[src/rtl/vid_text_writer.sv]
// Character-stream front end for the 18-bit text video memory: accepts glyphs and
// cursor commands, tracks an 80x60 cursor and read-modify-writes glyph fields.
//
// state   | meaning
// --------+-------------------------------------------------------------
// S_IDLE  | ready for a command; NEWLINE/HOME complete here in one cycle
// S_READ  | glyph word address presented, memory read in flight
// S_WRITE | merged word written back, cursor advances on exit
// S_CLEAR | zero-fill of the whole text area, one word per cycle
module vid_text_writer #(
   parameter int BASE_ADDR     = 256,
   parameter int WORDS_PER_ROW = 27,
   parameter int COLS          = 80,
   parameter int ROWS          = 60
) (
   input  logic        CLK,
   input  logic        CLR,
   input  logic        char_valid,
   input  logic [1:0]  cmd,
   input  logic [5:0]  char_code,
   output logic        char_ready,
   output logic        mem_we,
   output logic [10:0] mem_addr,
   output logic [17:0] mem_din,
   input  logic [17:0] mem_dout,
   output logic [6:0]  cur_col,
   output logic [5:0]  cur_row,
   output logic        busy
);

   localparam logic [1:0] S_IDLE  = 2'd0;
   localparam logic [1:0] S_READ  = 2'd1;
   localparam logic [1:0] S_WRITE = 2'd2;
   localparam logic [1:0] S_CLEAR = 2'd3;

   localparam logic [1:0] CMD_PUT     = 2'b00;
   localparam logic [1:0] CMD_NEWLINE = 2'b01;
   localparam logic [1:0] CMD_CLEAR   = 2'b10;
   localparam logic [1:0] CMD_HOME    = 2'b11;

   localparam logic [10:0] CLR_LAST = 11'(ROWS * WORDS_PER_ROW - 1);
   localparam logic [6:0]  COL_LAST = 7'(COLS - 1);
   localparam logic [5:0]  ROW_LAST = 6'(ROWS - 1);

   logic [1:0]  state;
   logic [5:0]  code_q;
   logic [1:0]  field_q;
   logic [10:0] addr_q;
   logic [10:0] clr_cnt;

   logic        accept;
   logic [10:0] row_base;
   logic [10:0] cur_addr;
   logic [1:0]  cur_field;
   logic [5:0]  next_row;
   logic [6:0]  adv_col;
   logic [5:0]  adv_row;
   logic [17:0] merged;

   assign char_ready = (state == S_IDLE) && !CLR;
   assign accept     = char_valid && char_ready;
   assign busy       = (state != S_IDLE);
   assign mem_addr   = addr_q;

   // 11-bit arithmetic throughout: the largest cursor address is 1875
   assign row_base  = 11'(BASE_ADDR) + 11'(cur_row) * 11'(WORDS_PER_ROW);
   assign cur_addr  = row_base + 11'(cur_col / 7'd3);
   assign cur_field = 2'(cur_col % 7'd3);
   assign next_row  = (cur_row == ROW_LAST) ? 6'd0 : cur_row + 6'd1;

   always_comb begin
      adv_col = cur_col + 7'd1;
      adv_row = cur_row;
      if (cur_col == COL_LAST) begin
         adv_col = 7'd0;
         adv_row = next_row;
      end
   end

   // Field 0 sits in the top bits so glyphs read left-to-right in the word
   always_comb begin
      merged = mem_dout;
      case (field_q)
         2'd0:    merged[17:12] = code_q;
         2'd1:    merged[11:6]  = code_q;
         default: merged[5:0]   = code_q;
      endcase
   end

   assign mem_we  = (state == S_WRITE) || (state == S_CLEAR);
   assign mem_din = (state == S_WRITE) ? merged : 18'd0;

   always_ff @(posedge CLK) begin
      if (CLR) begin
         state   <= S_IDLE;
         code_q  <= 6'd0;
         field_q <= 2'd0;
         addr_q  <= 11'd0;
         clr_cnt <= 11'd0;
         cur_col <= 7'd0;
         cur_row <= 6'd0;
      end else begin
         case (state)
            S_IDLE: begin
               if (accept) begin
                  case (cmd)
                     CMD_PUT: begin
                        code_q  <= char_code;
                        field_q <= cur_field;
                        addr_q  <= cur_addr;
                        state   <= S_READ;
                     end
                     CMD_NEWLINE: begin
                        cur_col <= 7'd0;
                        cur_row <= next_row;
                     end
                     CMD_CLEAR: begin
                        clr_cnt <= 11'd0;
                        addr_q  <= 11'(BASE_ADDR);
                        state   <= S_CLEAR;
                     end
                     default: begin
                        cur_col <= 7'd0;
                        cur_row <= 6'd0;
                     end
                  endcase
               end
            end
            S_READ: state <= S_WRITE;
            S_WRITE: begin
               cur_col <= adv_col;
               cur_row <= adv_row;
               state   <= S_IDLE;
            end
            default: begin
               if (clr_cnt == CLR_LAST) begin
                  cur_col <= 7'd0;
                  cur_row <= 6'd0;
                  state   <= S_IDLE;
               end else begin
                  clr_cnt <= clr_cnt + 11'd1;
                  addr_q  <= addr_q + 11'd1;
               end
            end
         endcase
      end
   end

endmodule

[config.mk]
export PLATFORM = sky130hd
export DESIGN_NAME = vid_text_writer
export DESIGN_NICKNAME = d
export VERILOG_FILES = /design/src/rtl/vid_text_writer.sv
export SDC_FILE = /design/constraint.sdc
export NUM_CORES = 1
export LEC_CHECK = 0
export CORE_MARGIN = 2
export CORE_UTILIZATION = 51
export DETAILED_ROUTE_END_ITERATION = 16
export PLACE_DENSITY = 0.79
export RECOVER_POWER = 100
export SYNTH_ARGS = -nofsm -noshare
export SYNTH_HDL_FRONTEND = slang
export SYNTH_SLANG_ARGS = --single-unit
[constraint.sdc]
create_clock -name CLK -period 5.5 [get_ports CLK]
set_input_delay 1.1 -clock CLK [delete_from_list [all_inputs] [get_ports CLK]]
set_output_delay 1.1 -clock CLK [all_outputs]
set_load 0.03 [all_outputs]
==> impl_metrics.yaml <==
run_status:
  status: "finished, final reports clean"
timing:
  slew_viol_final: 0
  setup_viol: 0
  slew_headroom_pct: 44.2
  fmax_mhz: 191
  finalHoldViolCount: 0
  fin_tns_setup_ps: 0
  worstMarginPinSlew_ps: 837
  timing.final.crit_share_pct: 95.0
  skew_ps: 3.82
  fin_ws_ps: 275
  fin_crit_ps: 5230
clocking:
  clk_pin_slew_ps: 90
  tritoncts: "built"
  clockBufferDepth: 2
  hold_buffers: 0
  clk_latency_ps: 300
  root_buffer: "clkbuf_8"
  htreeDepth: 2
  clock_sinks: 45
  cts_made_buffers: 5
yosys:
  yosysWarnings: 0
  synth.most_common_cell: "nor2_1"
  ys.flop_type: "dfxtp_1"
  synth_area_sq_um: 4920
  synth_nets: 702
  ys_ff_latch: 45
  seq_area_frac_synth_pct: 18.3
  synth_cells: 613
  synth.distinct_cells: 87
  synth_top_area_share_pct: 18.3
  synth_top_area_cell: "dfxtp_1"
  post_synth.cell_area_avg_sq_um: 8.03
  synth-async-reset-ratio_pct: 0
  ys_top_cells_by_area: "dfxtp_1 (18%), ha_1 (12%), nor2_1 (5.2%), fa_1 (4.9%), mux2i_1 (4.7%)"
  synthTopCellsByCount: "nor2_1 (68), ha_1 (48), inv_1 (48)"
  synth_edf_count: 0
worst_setup_path:
  slowest_stage: "or4_4"
  crit_type: "reg2reg"
  crit_required_ps: 5740
  arrival_ps: 5470
  cp-start-kind: "flop"
  crit_fanout: 6
  crit_path_max_incr_delay_ps: 570
  cp-end-kind: "flop"
global_routing:
  grt_pass1_vias: 4741
  grt_pass1_wl_um: 22500
  grt_use_total_pct: 26.4
  antenna_found_initial: 1
  grt_max_degree: 27
  overflow: 0
die:
  die_area_sq_um: 10500
  fp.dieH_um: 102
  die_w_um: 102
  core_sq_um: 9280
  start_util_pct: 53.0
  io_pins: 74
  row_count: 35
layout:
  fill_cells: 796
  fin_util_pct: 67.1
  layout-drive-gt1-share_pct: 15.5
  area_growth_pct: 26.5
  fin_nets: 797
  antenna_cells: 0
detailed_routing:
  final_antenna_net_count: 0
  route.met2.wl_um: 6950
  wl_per_cell_um: 16.6
  drt-total-wl_um: 13900
  initialDrtViolationCount: 298
  routed_via_density: 5.98
  dr.pass1.iters: 7
  wl_met1_um: 5920
  met3_length_um: 719
  remaining_drc_errors: 0
  vias: 5014
  highest_layer: "met4"
power:
  max-vdd-ir-drop_v: 0.000268
  pwr_density_cell_nw_per_um2: 222
  leakagePower_nw: 2.73
place:
  io_buffers: 73
  dp_hpwl_um: 10400
  preCtsSetupSlack_ps: -63.2
  place_congestion: 0.982
min_path:
  hold_path_class: "reg2reg"
flow_run:
  drv_cap: 0
[area by class of cell]
type | count | area (sq um) | area share, %
clock buffers | 5 | 68.8 | 1.10
clock inverters | 3 | 21.3 | 0.342
inverters | 48 | 180 | 2.89
multi-input cells | 488 | 3800 | 61.0
flip-flops and latches | 45 | 905 | 14.5
well taps | 129 | 161 | 2.59
repair buffers | 120 | 1090 | 17.6
[path summary, 6_finish.rpt]
check | start | to | slack, ps | cells past startpoint
worst max-delay path | cur_col[5]$_SDFFE_PP0P_ | mem_addr[9]$_SDFFE_PP0P_ | 270 | 25
worst min-delay path | mem_addr[10]$_SDFFE_PP0P_ | mem_addr[10]$_SDFFE_PP0P_ | 510 | 2
worst max register to register | cur_col[5]$_SDFFE_PP0P_ | mem_addr[9]$_SDFFE_PP0P_ | 270 | 25
worst min register to register | mem_addr[10]$_SDFFE_PP0P_ | mem_addr[10]$_SDFFE_PP0P_ | 510 | 2
[per-stage QoR]
stage | cell area (sq um) | total power [mW] | hold slack [ps] | instances
6_report | 6230 | 1.38 | 506 | 838
5_1_grt | 6230 | 1.49 | 547 | 838
4_1_cts | 5980 | 1.41 | 511 | 825
3_5_place_dp | 5880 | 1.19 | 494 | 817
3_3_place_gp | 5880 | 1.17 | 481 | 817
2_1_floorplan | 4920 | 0.921 | 467 | 613
[worst max-delay path, delay by kind of cell, from the launching register on]
family	cells	cell delay, ps
XOR/XNOR	1	160
multiplexers	1	240
AO/OA/AOI/OAI	8	1280
flip-flops	1	360
adder cells (fa/ha/maj)	6	1490
buffers and inverters	5	480
AND/OR/NAND/NOR	4	1150
[cells in the final DEF, fill, tap and decap left out, types with 3 or more instances in the layout]
master	instances
nor2_1	64
fa_1	11
nor3_1	16
a211oi_1	5
nand4_1	7
or3_1	4
nand2_1	35
nor2b_1	14
a21oi_1	32
dfxtp_1	42
inv_1	47
clkbuf_8	5
xor2_1	12
a21oi_2	6
o211ai_1	5
or4_1	3
nor2_2	5
o21bai_1	5
nand2b_1	5
o21ai_0	33
nand3_1	15
o21ai_1	3
clkdlybuf4s50_1	26
o22ai_1	5
a32oi_1	3
a31oi_1	9
o211a_1	3
mux2i_1	23
and3_1	7
ha_1	44
xnor2_1	20
a22oi_1	4
dfxtp_2	3
o31ai_1	3
a21boi_0	6
a21o_1	5
buf_4	41
dlygate4sd3_1	47
[metal layers]
metal,track usage [%],vias to the layer above
met5,0,-
met4,8.82,0
met3,3.42,34
met2,44.5,199
met1,34.8,2392
li1,-,2389
[state kept, by name, summed over array words and instances, names as in the netlist]
| signal | flops |
|---|---|
| clr_cnt | 11 |
| code_q | 6 |
| cur_col | 7 |
| cur_row | 6 |
| field_q | 2 |
| mem_addr | 11 |
| state | 2 |
[where the power goes]
group	switching [mW]	internal, mW	total, mW
Clock	0.125	0.0904	0.216
Combinational	0.479	0.278	0.757
Sequential	0.0492	0.363	0.412
[cells by family after synthesis]
kind of cell / count (synthesis) / synth area share (%)
simple gates: 208 / 22.2
compound gates: 160 / 22.6
buf+inv: 80 / 7.50
fa+ha+maj: 60 / 17.1
flops: 45 / 18.3
xor+xnor: 34 / 6.71
mux: 26 / 5.64
[repair_timing]
action,in CTS,in global routing
resized for setup,3,42
endpoints found under the setup margin,2,5
cloned,0,0
pin swaps,0,23
buffers inserted,0,13
Note: power is estimated with default switching activity, not from simulation.
